<file path="src/rtl/btb_pkg.sv">
// Shared types for the BTB write-side update queue: the buffered update record
// and the drain FSM encoding.
package btb_pkg;

    localparam int BTB_XLEN = 32;

    typedef struct packed {
        logic [BTB_XLEN-1:0] pc;
        logic [BTB_XLEN-1:0] target;
        logic                valid;
    } btb_upd_t;

    typedef enum logic [0:0] {
        DRAIN_IDLE  = 1'b0,
        DRAIN_WRITE = 1'b1
    } drain_state_e;

endpackage

</file>
<file path="src/rtl/btb_update_queue_if.sv">
// Bundle of the execute-side update handshake and the BTB write port.
// master = environment (EX stage + BTB), slave = the update queue.
interface btb_update_queue_if #(
    parameter int XLEN = 32
);
    logic            upd_valid;
    logic [XLEN-1:0] upd_pc;
    logic [XLEN-1:0] upd_target;
    logic            upd_taken;
    logic            upd_ready;
    logic            flush;
    logic            btb_busy;
    logic            btb_write;
    logic [XLEN-1:0] btb_waddr;
    logic [XLEN-1:0] btb_wdata;
    logic            btb_wvalid;
    logic            btb_wresp;

    modport master (
        output upd_valid, upd_pc, upd_target, upd_taken, flush, btb_busy, btb_wresp,
        input  upd_ready, btb_write, btb_waddr, btb_wdata, btb_wvalid
    );

    modport slave (
        input  upd_valid, upd_pc, upd_target, upd_taken, flush, btb_busy, btb_wresp,
        output upd_ready, btb_write, btb_waddr, btb_wdata, btb_wvalid
    );
endinterface

</file>
<file path="src/rtl/btb_upd_fifo.sv">
// Circular buffer of pending BTB updates with tail coalescing and a flush that
// can keep the in-flight head entry.
module btb_upd_fifo
    import btb_pkg::*;
#(
    parameter int DEPTH = 4,
    parameter int XLEN  = 32,
    localparam int PTR_W = $clog2(DEPTH),
    localparam int CNT_W = $clog2(DEPTH + 1)
) (
    input  logic             clk,
    input  logic             rst,
    input  logic             enq,
    input  logic [XLEN-1:0]  enq_pc,
    input  logic [XLEN-1:0]  enq_target,
    input  logic             enq_valid,
    input  logic             pop,
    input  logic             flush,
    input  logic             head_locked,
    input  logic             head_in_flight,
    output logic [CNT_W-1:0] count,
    output logic [XLEN-1:0]  head_pc,
    output logic [XLEN-1:0]  head_target,
    output logic             head_valid
);

    logic [XLEN-1:0]  pc_mem     [DEPTH];
    logic [XLEN-1:0]  target_mem [DEPTH];
    logic [DEPTH-1:0] valid_mem;
    logic [PTR_W-1:0] head;
    logic [PTR_W-1:0] tail;
    logic [PTR_W-1:0] tail_prev;
    logic [PTR_W-1:0] wr_idx;
    logic             coalesce;
    logic             alloc;

    assign tail_prev = tail - PTR_W'(1);

    // A newer outcome for the youngest entry's PC replaces it, unless that entry
    // is the head already being (or about to be) handed to the BTB.
    assign coalesce = enq && (count != '0) && (pc_mem[tail_prev] == enq_pc)
                      && !((tail_prev == head) && head_locked);
    assign alloc    = enq && !coalesce;
    assign wr_idx   = coalesce ? tail_prev : tail;

    assign head_pc     = pc_mem[head];
    assign head_target = target_mem[head];
    assign head_valid  = valid_mem[head];

    always_ff @(posedge clk) begin
        if (enq) begin
            if (!coalesce) begin
                pc_mem[tail] <= enq_pc;
            end
            target_mem[wr_idx] <= enq_target;
            valid_mem[wr_idx]  <= enq_valid;
        end
    end

    always_ff @(posedge clk or posedge rst) begin
        if (rst) begin
            head  <= '0;
            tail  <= '0;
            count <= '0;
        end else if (flush) begin
            // Only the in-flight head survives a flush; if it completes in the
            // same cycle the queue ends up empty just past it.
            if (pop) begin
                head  <= head + PTR_W'(1);
                tail  <= head + PTR_W'(1);
                count <= '0;
            end else if (head_in_flight) begin
                tail  <= head + PTR_W'(1);
                count <= CNT_W'(1);
            end else begin
                tail  <= head;
                count <= '0;
            end
        end else begin
            if (pop) begin
                head <= head + PTR_W'(1);
            end
            if (alloc) begin
                tail <= tail + PTR_W'(1);
            end
            count <= count + CNT_W'(alloc) - CNT_W'(pop);
        end
    end

endmodule

</file>
<file path="src/rtl/btb_update_queue.sv">
// Buffers resolved branch outcomes from EX and drains them into the BTB write
// port one handshake at a time, yielding to BTB lookups.
module btb_update_queue
    import btb_pkg::*;
#(
    parameter int DEPTH = 4,
    parameter int XLEN  = 32
) (
    input logic               clk,
    input logic               rst,
    btb_update_queue_if.slave bus
);

    localparam int CNT_W = $clog2(DEPTH + 1);

    localparam logic [0:0] ST_IDLE  = DRAIN_IDLE;
    localparam logic [0:0] ST_WRITE = DRAIN_WRITE;

    logic [0:0]       state;
    logic [CNT_W-1:0] count;
    logic [XLEN-1:0]  head_pc;
    logic [XLEN-1:0]  head_target;
    logic             head_valid;
    logic             launch;
    logic             pop;
    logic             enq;
    logic             write_active;

    assign write_active  = (state == ST_WRITE);
    assign launch        = (state == ST_IDLE) && (count != '0) && !bus.btb_busy && !bus.flush;
    assign pop           = write_active && bus.btb_wresp;
    assign enq           = bus.upd_valid && bus.upd_ready && !bus.flush;
    assign bus.upd_ready = (count != CNT_W'(DEPTH));

    btb_upd_fifo #(
        .DEPTH (DEPTH),
        .XLEN  (XLEN)
    ) u_fifo (
        .clk            (clk),
        .rst            (rst),
        .enq            (enq),
        .enq_pc         (bus.upd_pc),
        .enq_target     (bus.upd_target),
        .enq_valid      (bus.upd_taken),
        .pop            (pop),
        .flush          (bus.flush),
        .head_locked    (launch || write_active),
        .head_in_flight (write_active),
        .count          (count),
        .head_pc        (head_pc),
        .head_target    (head_target),
        .head_valid     (head_valid)
    );

    // Once a request is issued it is held until the BTB accepts it; lookups
    // only delay the launch of the next request.
    always_ff @(posedge clk or posedge rst) begin
        if (rst) begin
            state          <= ST_IDLE;
            bus.btb_write  <= 1'b0;
            bus.btb_waddr  <= '0;
            bus.btb_wdata  <= '0;
            bus.btb_wvalid <= 1'b0;
        end else begin
            case (state)
                ST_IDLE: begin
                    if (launch) begin
                        bus.btb_write  <= 1'b1;
                        bus.btb_waddr  <= head_pc;
                        bus.btb_wdata  <= head_target;
                        bus.btb_wvalid <= head_valid;
                        state          <= ST_WRITE;
                    end
                end
                ST_WRITE: begin
                    if (bus.btb_wresp) begin
                        bus.btb_write <= 1'b0;
                        state         <= ST_IDLE;
                    end
                end
                default: begin
                    bus.btb_write <= 1'b0;
                    state         <= ST_IDLE;
                end
            endcase
        end
    end

endmodule

</file>
<file path="src/flat_wrapper.sv">
// flat-port wrapper written by rule: the top's interface ports become plain ports
module btb_update_queue_flat import btb_pkg::*;
#(
    parameter int DEPTH = 4,
    parameter int XLEN  = 32
)
  (clk, rst, bus_upd_valid, bus_upd_pc, bus_upd_target, bus_upd_taken, bus_flush, bus_btb_busy, bus_btb_wresp, bus_upd_ready, bus_btb_write, bus_btb_waddr, bus_btb_wdata, bus_btb_wvalid);
  btb_update_queue_if #(.XLEN(XLEN)) bus_i ();
  input logic clk;
  input logic rst;
  input wire logic [$bits(bus_i.upd_valid)-1:0] bus_upd_valid;
  input wire logic [$bits(bus_i.upd_pc)-1:0] bus_upd_pc;
  input wire logic [$bits(bus_i.upd_target)-1:0] bus_upd_target;
  input wire logic [$bits(bus_i.upd_taken)-1:0] bus_upd_taken;
  input wire logic [$bits(bus_i.flush)-1:0] bus_flush;
  input wire logic [$bits(bus_i.btb_busy)-1:0] bus_btb_busy;
  input wire logic [$bits(bus_i.btb_wresp)-1:0] bus_btb_wresp;
  output wire logic [$bits(bus_i.upd_ready)-1:0] bus_upd_ready;
  output wire logic [$bits(bus_i.btb_write)-1:0] bus_btb_write;
  output wire logic [$bits(bus_i.btb_waddr)-1:0] bus_btb_waddr;
  output wire logic [$bits(bus_i.btb_wdata)-1:0] bus_btb_wdata;
  output wire logic [$bits(bus_i.btb_wvalid)-1:0] bus_btb_wvalid;
  assign bus_i.upd_valid = bus_upd_valid;
  assign bus_i.upd_pc = bus_upd_pc;
  assign bus_i.upd_target = bus_upd_target;
  assign bus_i.upd_taken = bus_upd_taken;
  assign bus_i.flush = bus_flush;
  assign bus_i.btb_busy = bus_btb_busy;
  assign bus_i.btb_wresp = bus_btb_wresp;
  assign bus_upd_ready = bus_i.upd_ready;
  assign bus_btb_write = bus_i.btb_write;
  assign bus_btb_waddr = bus_i.btb_waddr;
  assign bus_btb_wdata = bus_i.btb_wdata;
  assign bus_btb_wvalid = bus_i.btb_wvalid;
  btb_update_queue #(.DEPTH(DEPTH), .XLEN(XLEN)) u_core (.clk(clk), .rst(rst), .bus(bus_i));
endmodule
</file>
<file path="config.mk">
export PLATFORM = sky130hd
export DESIGN_NAME = btb_update_queue_flat
export DESIGN_NICKNAME = d
export VERILOG_FILES = /design/src/rtl/btb_pkg.sv /design/src/rtl/btb_update_queue_if.sv /design/src/rtl/btb_upd_fifo.sv /design/src/rtl/btb_update_queue.sv /design/src/flat_wrapper.sv
export SDC_FILE = /design/constraint.sdc
export NUM_CORES = 1
export LEC_CHECK = 0
export BUFFER_PORTS_ARGS = -buffer_cell sky130_fd_sc_hd__clkbuf_2
export CORE_UTILIZATION = 59
export DETAILED_ROUTE_END_ITERATION = 12
export GPL_TIMING_DRIVEN = 0
export PLACE_DENSITY = 0.83
export SLEW_MARGIN = 20
export SYNTH_ARGS = -nofsm -noshare
export SYNTH_HDL_FRONTEND = slang
export SYNTH_HIERARCHICAL = 1
export SYNTH_SLANG_ARGS = --single-unit
</file>
<file path="constraint.sdc">
create_clock -name clk -period 8.3 [get_ports clk]
set_input_delay 2.075 -clock clk [delete_from_list [all_inputs] [get_ports clk]]
set_output_delay 2.075 -clock clk [all_outputs]
set_load 0.1 [all_outputs]
</file>
---- Word-level counts from Yosys, hierarchy flattened ----
Memories as Yosys holds them, arrays and structs flattened. A register that Yosys moved wholly into a read port is not among the register bits.
Cells that the tools add are included.
storage, ports and cells
  register bits after elaboration ......... 14
  latch bits .............................. 0
  RAM bits ................................ 256
  bits in read-only memories .............. 0
  input bits .............................. 71
  output and inout port bits .............. 67
  word-level logic and storage cells ...... 68
  memories ................................ 2
cells by class
  add/sub/neg operators ................... 5
  multiply operators ...................... 0
  div/mod/pow operators ................... 0
  magnitude comparators ................... 3
  eq/ne operators ......................... 5
  shift operators ......................... 0
  muxes and demuxes ....................... 24
  bitwise operators ....................... 1
  reduce and logical (&&, ||, !) cells .... 21
memories
  memory                    depth  bits a word  read ports  clocked after Yosys merged registers in  wr ports  RTL line            source
  u_core.u_fifo.pc_mem      4      32           2           1                                        1         btb_upd_fifo.sv:27  logic [XLEN-1:0] pc_mem [DEPTH];
  u_core.u_fifo.target_mem  4      32           1           1                                        1         btb_upd_fifo.sv:28  logic [XLEN-1:0] target_mem [DEPTH];
operators with widths
  operator                                                            count
  == test 32 bit                                                      1
  2-to-1 mux 1 bit                                                    13
  logical AND 1 bit                                                   12
  2-to-1 mux 2 bit                                                    5
  less-than comparator 2 x 3 -> 1 bit (second input constant)         2
  adder 2 x 1 -> 2 bit (second input constant)                        2
  bitwise mux 4 bit                                                   1
  logical NOT 1 bit                                                   4
  one-hot mux 1 bit (2 select lines)                                  2
  AND reduction 2 bit                                                 2
  adder 3 x 1 -> 3 bit                                                1
  2-to-1 mux 3 bit                                                    1
  != test 3 bit (second input constant)                               1
  nonzero test 3 bit                                                  1
  subtractor 3 x 1 -> 3 bit                                           1
  binary-select mux 1 bit (select 2 bit)                              1
  demux 1 bit (select 2 bit)                                          1
  == test 2 bit                                                       1
  greater-or-equal comparator 2 x 1 -> 1 bit (second input constant)  1
  != test 2 x 1 -> 1 bit (second input constant)                      1
  != test 2 bit (second input constant)                               1
  nonzero test 2 bit                                                  1
  subtractor 2 x 1 -> 2 bit (second input constant)                   1
  logical OR 1 bit                                                    1
  inverter 1 bit                                                      1

---- Depth between registers and ports, before layout ----
Gate-level depths: netlist (run 1).
  depth after elaboration ................. 14
  gate-level depth with buffers ........... 23
  gate-level depth less buffers ........... 18

---- Cells and area by module ----
Netlist (run 1), hierarchy kept.
by module, submodules not included
  module            times used  cells each  area an instance (µm²)  seq. area each (µm²)
  btb_upd_fifo      1           530         11324.6                 7982.7
  btb_update_queue  1           151         2541.2                  1676.6

---- Worst setup path before layout (run 1) ----
No wires, ideal clock.
  path kind ............................... input -> register
  start point ............................. input bus_flush
  end point ............................... memory u_core.u_fifo.target_mem[2][0] (enable)
  library setup time ...................... 474 ps
  arrival time ............................ 6294 ps
  data required time ...................... 7826 ps
  path slack .............................. 1533 ps
  cell stages on the path ................. 10
  buffers on the path ..................... 2
  path through ............................ nor4_4 > buf_6 > buf_6 > or2_2 > a31o_1 > a2111oi_2 > nand3_1 > nor4_1 > nand4b_1 > a21boi_0
on the way
  word-level cells in the longest chain between the ends .. 7
  elaborated cells between the ends (all ways) .. 12
  classes of those cells .................. mux: 3; reduce/logical: 9
ends and longest elaborated chain
  item                   RTL line                                        source
  start: declaration     flat_wrapper.sv:15                              input wire logic [$bits(bus_i.flush)-1:0] bus_flush;
  logical NOT 1 bit (*)  btb_update_queue.sv:30, btb_update_queue.sv:32
  logical AND 1 bit      btb_update_queue.sv:30                          assign launch = (state == ST_IDLE) && (count != '0) && !bus.btb_busy && !bus.flush;
  logical OR 1 bit       btb_update_queue.sv:47                          .head_locked (launch || write_active),
  logical AND 1 bit      btb_upd_fifo.sv:42                              && !((tail_prev == head) && head_locked);
  logical NOT 1 bit      btb_upd_fifo.sv:42
  logical AND 1 bit      btb_upd_fifo.sv:42
  2-to-1 mux 2 bit       btb_upd_fifo.sv:44                              assign wr_idx = coalesce ? tail_prev : tail;
  end: declaration       btb_upd_fifo.sv:28
Mark *: on every way between the ends. The rest lies on a longest branch, timed or not.

---- Worst setup path in the final report (run 1) ----
  start point ............................. register u_core.u_fifo.tail[0]
  end point ............................... register u_core.u_fifo.count[2]
on the way
  word-level cells in the longest chain between the ends .. 10
  elaborated cells between the ends (all ways) .. 13
  classes of those cells .................. add/sub: 3; eq/ne: 2; mux: 1; reduce/logical: 6; memory: 1
ends and longest elaborated chain
  item                                                       RTL line                                source
  start: declaration                                         btb_upd_fifo.sv:31                      logic [PTR_W-1:0] tail;
  start signal: assignment                                   btb_upd_fifo.sv:70                      tail <= head + PTR_W'(1);
  start signal: assignment                                   btb_upd_fifo.sv:73                      tail <= head + PTR_W'(1);
  start signal: assignment                                   btb_upd_fifo.sv:84                      tail <= tail + PTR_W'(1);
  subtractor 2 x 1 -> 2 bit (*)                              btb_upd_fifo.sv:37                      assign tail_prev = tail - PTR_W'(1);
  memory read (4 x 32 bit) or == test 2 bit (tied branches)  n/a
  == test 32 bit or logical AND 1 bit (tied branches)        btb_upd_fifo.sv:41, btb_upd_fifo.sv:42
  logical AND 1 bit or logical NOT 1 bit (tied branches)     btb_upd_fifo.sv:41, btb_upd_fifo.sv:42
  logical AND 1 bit (*)                                      btb_upd_fifo.sv:42
  logical NOT 1 bit (*)                                      n/a
  logical AND 1 bit (*)                                      btb_upd_fifo.sv:43                      assign alloc = enq && !coalesce;
  adder 3 x 1 -> 3 bit (*)                                   btb_upd_fifo.sv:86                      count <= count + CNT_W'(alloc) - CNT_W'(pop);
  subtractor 3 x 1 -> 3 bit (*)                              btb_upd_fifo.sv:86
  2-to-1 mux 3 bit (*)                                       btb_upd_fifo.sv:65                      end else if (flush) begin
  end signal: assignment                                     btb_upd_fifo.sv:86
  end: declaration                                           btb_upd_fifo.sv:21                      output logic [CNT_W-1:0] count,
Marked as above.
A chain may end at the register's enable or synchronous reset.

==> results of run 1 <==
-- synth_stat cells, types with 7 or more instances --
| master | count | share of area (%) |
|---|---|---|
| mux4_1 | 12 | 2.3 |
| buf_2 | 9 | 0.32 |
| nand2_1 | 7 | 0.19 |
| nand4_1 | 10 | 0.45 |
| mux4_2 | 79 | 13 |
| mux2i_1 | 16 | 1.2 |
| dfrtp_1 | 74 | 13 |
| clkbuf_1 | 14 | 0.38 |
| inv_1 | 10 | 0.27 |
| mux2_2 | 49 | 4.0 |
| edfxtp_1 | 260 | 56 |
| nand3_1 | 7 | 0.25 |
| xnor2_1 | 31 | 2.0 |
| xor2_1 | 7 | 0.44 |
| mux2_1 | 17 | 1.4 |
-- worst max-delay path: stages, from the launching register on --
cell	delay, ns
dfrtp_1	0.43
buf_6	0.24
buf_8	0.21
clkbuf_1	0.46
inv_1	0.31
ha_1	0.44
buf_4	0.26
buf_2	0.34
buf_2	0.43
mux4_2	0.38
xnor2_1	0.35
nand4_1	0.16
a2111o_1	0.54
or2_2	0.38
nand2_1	0.10
ha_1	0.23
inv_1	0.07
ha_1	0.16
inv_1	0.06
fa_1	0.42
xor2_1	0.22
xnor2_1	0.16
nor2_1	0.06
-- sequential cells by signal, summed over array words and instances (netlist names) --
signal	flops
u_core/u_fifo/tail	2
u_core/bus.btb_wvalid	1
u_core/u_fifo/count	3
u_core/state	1
u_core/bus.btb_write	1
u_core/u_fifo/target_mem	128
u_core/u_fifo/valid_mem	4
u_core/u_fifo/pc_mem	128
u_core/bus.btb_wdata	32
u_core/bus.btb_waddr	32
u_core/u_fifo/head	2
-- layer usage --
metal / routed length (um) / up-vias / track usage (%)
li1: - / 3169 / -
met1: 12100 / 3973 / 36.3
met2: 15800 / 354 / 46.4
met3: 2420 / 52 / 5.65
met4: 611 / 0 / 7.10
met5: 0 / - / 0
-- cell families after synthesis --
| kind of cell | Yosys count |
|---|---|
| adder cells (fa/ha/maj) | 7 |
| XOR/XNOR | 38 |
| AO/OA/AOI/OAI | 28 |
| buffers and inverters | 45 |
| flip-flops | 334 |
| multiplexers | 173 |
| AND/OR/NAND/NOR | 56 |
-- stage by stage --
step	util (%)	area (um^2)	setup slack, ns	cells
floorplan	-	13900	1.53	681
global placement	65.4	14900	-1.34	1131
detailed placement	66.6	15200	1.91	1140
CTS	71.6	16400	1.83	1203
global route	71.6	16400	1.51	1203
finish	71.6	16400	1.75	1203
-- cell usage in the layout, fill, tap and decap left out, types with 7 or more instances in the layout --
master,instances
xnor2_1,31
nand2_1,7
mux2_1,17
mux4_2,79
buf_2,9
clkbuf_16,36
clkbuf_2,137
mux2i_1,16
inv_1,9
dfrtp_1,74
nand3_1,7
xor2_1,7
nand4_1,10
edfxtp_1,260
clkbuf_1,27
mux2_2,49
mux4_1,12
-- layout make-up --
cell class                 instances  area, um^2
tap                              313         392
multi-input combinational        302        4030
clock inverter                    10         138
fill                            1388        6480
timing repair buffer             146         911
inverter                          10        40.0
buffer                            35         195
clock buffer                      53        1000
sequential                       334        9660
-- how the worst max path moves through the flow --
stage | startpoint | end | slack, ns
after CTS | u_core/u_fifo/tail[0]$_DFFE_PP0P_ | u_core/u_fifo/count[2]$_DFF_PP0_ | 1.83
after floorplan | bus_flush | u_core/u_fifo/target_mem[2][0]$_DFFE_PP_ | 1.53
final | u_core/u_fifo/tail[0]$_DFFE_PP0P_ | u_core/u_fifo/count[2]$_DFF_PP0_ | 1.75
after global placement | u_core/u_fifo/tail[0]$_DFFE_PP0P_ | u_core/u_fifo/target_mem[2][17]$_DFFE_PP_ | -1.34
after global routing | u_core/u_fifo/tail[0]$_DFFE_PP0P_ | u_core/u_fifo/count[2]$_DFF_PP0_ | 1.51
after detailed placement | bus_flush | u_core/u_fifo/count[2]$_DFF_PP0_ | 1.91
==> impl_results.md, run 1 <==
- CTS tree: yes
- Die H: 155 um
- H-tree depth: 2
- Post-Synth Simple-Gate Area: 2.47%
- Clk slew on worst S/H paths: 0.06 ns
- Die Wd: 155 um
- Dpl hpwl: approximately 20000 um
- Ys flop type: edfxtp_1
- Sequential share of the synthesized area: 69.7%
- Worst slew pin tran: 1.08 ns
- Final antenna-violating net count: 0
- Final setup vio count: 0
- Initial Util: 60.7%
- RSZ-0062 raised after global routing: false
- Setup CP Type: reg -> reg
- Vias per inst: 6.27
- Mean area per synthesized cell: 20.4 um^2
- GPL Wtd Cong: 0.846
- Clock latency at the later pin of the worst-skew pair: about 0.52 ns
- CP required: a little under 9 ns
- Pins over their slew limit: 0
- DRT iter0 DRCs: 515
- Cts repair resizes: 0
- Outcome: finished clean
- Synth unique cells: 49
- Largest family of logic cells by synthesized area: multiplexers
- Async SR Flop Fraction: 22.2%
- Post-synthesis mux area share: a little over a fifth
- Layout Skew: 0.0225 ns
- Hold_sp: u_core/bus.btb_write$_DFFE_PP0P_
- Final min period: 6.55 ns
- WHS Path Cells: 1
- Reg-to-reg slack, setup: 1.75 ns
- Flops & latches, synth: 334
- Nature of the critical path endpoint: flop
- Setup bufs post-CTS: 0
- Final Hold Fails: 0
- Fraction of layout cells with a size suffix above 1: 39.6%
- CTS root buffer: clkbuf_16
- Vias in the first global route: 8194
- Drt pass-1 iters: 7
- First-pass GRT wire length: between 40000 and 50000 um
- Routed WL: just over 30000 um
- R2R Path End: u_core/u_fifo/count[2]$_DFF_PP0_
- Setup TNS: 0 ns
- Hold Crit Endpoint: u_core/bus.btb_write$_DFFE_PP0P_
- Layout area overhead: 18.0%
- WP data arrival: 6.94 ns
- Grt ovf: 0
- Gr usage total: 27.2%
- Largest net degree at the start of global routing: 41
- Reg2reg path depth: 22
- Number of synthesized flops with an enable pin: 260
- Total clock buffers created by CTS: 35
- IO Port Bufs: 137
- # hold bufs at CTS: 0
- Adder-cell area share of the yosys netlist: 0.686%
- Syn Std Cell Area: 13900 um^2
- Max Clk Rate: roughly 0.15 GHz
- Gate Count Post-Synth: 681
- Max cap viols: 0
- Clock buffer depth: 3
- Slew margin rel.: 28.2%
- Syn Nets: 759
- Worst-path maximum fanout: 10
- Post-synthesis xor/xnor area fraction: 2.40%
- Period Utilization, post-route: 78.9%
- Number of diodes: 0
- Compound-Gate Fraction of Synth Area: under 10%
- Ports: 138
- Hold slack final: 0.485 ns
- Initial antenna violation count: 0
- Core Region: 22800 um^2
- # DRC: 0
- Die ar.: 24100 um^2
- Yosys warnings: 6
- Clock Sink Count: 334
- FP Rows: 55
- Crit start category: flop
- WL per Instance: 25.7 um
- FF-to-FF Start: u_core/u_fifo/tail[0]$_DFFE_PP0P_
- Layout Nets: 942
- Vias: 7548
- Worst Hold Class: reg -> reg
Power of run 1 is not shown: default switching activity piles up to over one toggle a cycle in this logic, so the estimate is an artifact.
==> run 2: changes to the inputs <==
==> constraint.sdc (replaced) <==
create_clock -name clk -period 6.1 [get_ports clk]
set_input_delay 1.525 -clock clk [delete_from_list [all_inputs] [get_ports clk]]
set_output_delay 1.525 -clock clk [all_outputs]
set_load 0.1 [all_outputs]
==> impl_results.md, run 2 (synthesis gave the netlist of run 1 again) <==
- Vias: about 7.5k
- RSZ-0062 raised after global routing: false
- Outcome: finished clean
- Clock Sink Count: roughly 330
- Setup CP Type: reg -> reg
- WL per Instance: 25.0 um
- DRT iter0 DRCs: 560
- Die ar.: between 20000 and 25000 um^2
- Top flop regs: u_core/u_fifo/pc_mem x128, u_core/u_fifo/target_mem x128
- IO Port Bufs: approximately 140
- Crit start category: flop
- Commonest cells after routing, fill and taps aside: 260 x edfxtp_1, 137 x clkbuf_2, 79 x mux4_2
- H-tree depth: 2
- Initial antenna violation count: 0
- Layout Skew: 0.0341 ns
- Layout Nets: 945
- Commonest non-fill, non-tap cell in the layout: edfxtp_1
- Drt pass-1 iters: 6
- Ports: 138
- Max cap viols: 0
- Grt ovf: 0
- Clk slew on worst S/H paths: 0.06 ns
- Multi-input logic area: 4040 um^2
- Core Region: about 23000 um^2
- Slack of the critical path: 0.390 ns
- Period Utilization, post-route: 93.6%
- Die Wd: 155 um
- Worst slew pin tran: 0.993 ns
- Layout area overhead: 18.9%
- Worst Hold Class: reg -> reg
- Pins over their slew limit: 0
- Final min period: 5.71 ns
- Die H: 155 um
- Gr usage total: 26.3%
- FP Rows: between 50 and 60
- Final setup vio count: 0
- CTS tree: yes
- Initial Util: 60.7%
- WP data arrival: around 6 ns
- Fraction of layout cells with a size suffix above 1: 40.9%
- Worst slack, placed: -0.292 ns
- Slew margin rel.: between 30% and 40%
- Max Clk Rate: 0.175 GHz
- Largest net degree at the start of global routing: 36
- Fill cells: 1367
- Vias per inst: 6.20
- Finished Cell Area: 16500 um^2
- First-pass GRT wire length: approximately 47000 um
- Total clock buffers created by CTS: 35
- Number of diodes: 0
- Nature of the critical path endpoint: flop
- # DRC: 0
- # hold bufs at CTS: 0
- Vias in the first global route: 7868
- Reg area: just under 10000 um^2
- CTS root buffer: clkbuf_16
- Worst-path maximum fanout: 19
- Dpl hpwl: 20100 um
- Final antenna-violating net count: 0
- Non-Filler Instances: 1206
- Final Hold Fails: 0
- CP required: approximately 6.5 ns
- GPL Wtd Cong: 0.860
- Routed WL: 30100 um
- Placed Cells: about 1.1k
- Clock latency at the later pin of the worst-skew pair: about 0.53 ns
- Clock buffer depth: 3
- DP Area: roughly 15000 um^2
run 2: cell types whose count changed in the layout (fill, tap and decap cells not counted), sizes merged:
cell	delta
clkbuf	-5
buf	+3
clkinv	+3
bufinv	+1
clkinvlp	+1
run 2: per-layer routing:
metal	part of all wire, %	GRT usage, %	vias up	wire, um
met4	2.1	7.84	0	618
met2	51	44.3	343	15300
met3	7.7	5.26	58	2320
met1	39	35.2	3894	11900
met5	0	0	-	0
li1	-	-	3177	-
run 2: through the flow:
step | utilization (%) | setup TNS [ns] | hold WS, ns
4_1_cts | 72.1 | 0 | 0.493
2_1_floorplan | - | 0 | 0.552
6_report | 72.1 | 0 | 0.492
3_3_place_gp | 65.4 | -271.22 | 0.463
5_1_grt | 72.1 | 0 | 0.506
3_5_place_dp | 66.9 | -14.05 | 0.475
run 2: worst max-delay path: stages (launching register included):
cell	delay, ns
dfrtp_1	0.43
buf_6	0.24
buf_8	0.24
inv_1	0.19
ha_1	0.39
buf_4	0.26
clkbuf_4	0.31
buf_4	0.30
mux4_2	0.35
xnor2_1	0.35
nand4_1	0.17
a2111o_2	0.55
or2_2	0.36
nand2_1	0.10
ha_1	0.24
inv_1	0.07
ha_1	0.16
inv_1	0.06
fa_1	0.40
xor2_1	0.18
xnor2_1	0.15
nor2_1	0.06
run 2: worst paths after layout:
check,startpoint,slack [ns],end,cells past startpoint
setup reg to reg,u_core/u_fifo/tail[0]$_DFFE_PP0P_,0.39,u_core/u_fifo/count[2]$_DFF_PP0_,21
max in group asynchronous,rst,4.43,u_core/bus.btb_waddr[15]$_DFFE_PP0P_,3
setup / recovery,u_core/u_fifo/tail[0]$_DFFE_PP0P_,0.39,u_core/u_fifo/count[2]$_DFF_PP0_,21
hold / removal,u_core/bus.btb_write$_DFFE_PP0P_,0.49,u_core/bus.btb_write$_DFFE_PP0P_,1
hold reg to reg,u_core/bus.btb_write$_DFFE_PP0P_,0.49,u_core/bus.btb_write$_DFFE_PP0P_,1
min in group asynchronous,rst,0.99,u_core/u_fifo/count[0]$_DFF_PP0_,2
run 2: area by class of cell:
class	count	area share, %
clock buffers	48	6.04
multi-input cells	302	24.5
flip-flops and latches	334	58.6
well taps	313	2.38
clock inverters	15	1.15
inverters	10	0.243
plain buffers	34	1.19
repair buffers	150	5.86
run 2: timing repair:
| action | in CTS | in global routing |
|---|---|---|
| endpoints found under the setup margin | 93 | 1 |
| resized for setup | 2 | 4 |
| buffers inserted | 0 | 0 |
Power of run 2 is left out for the same reason.
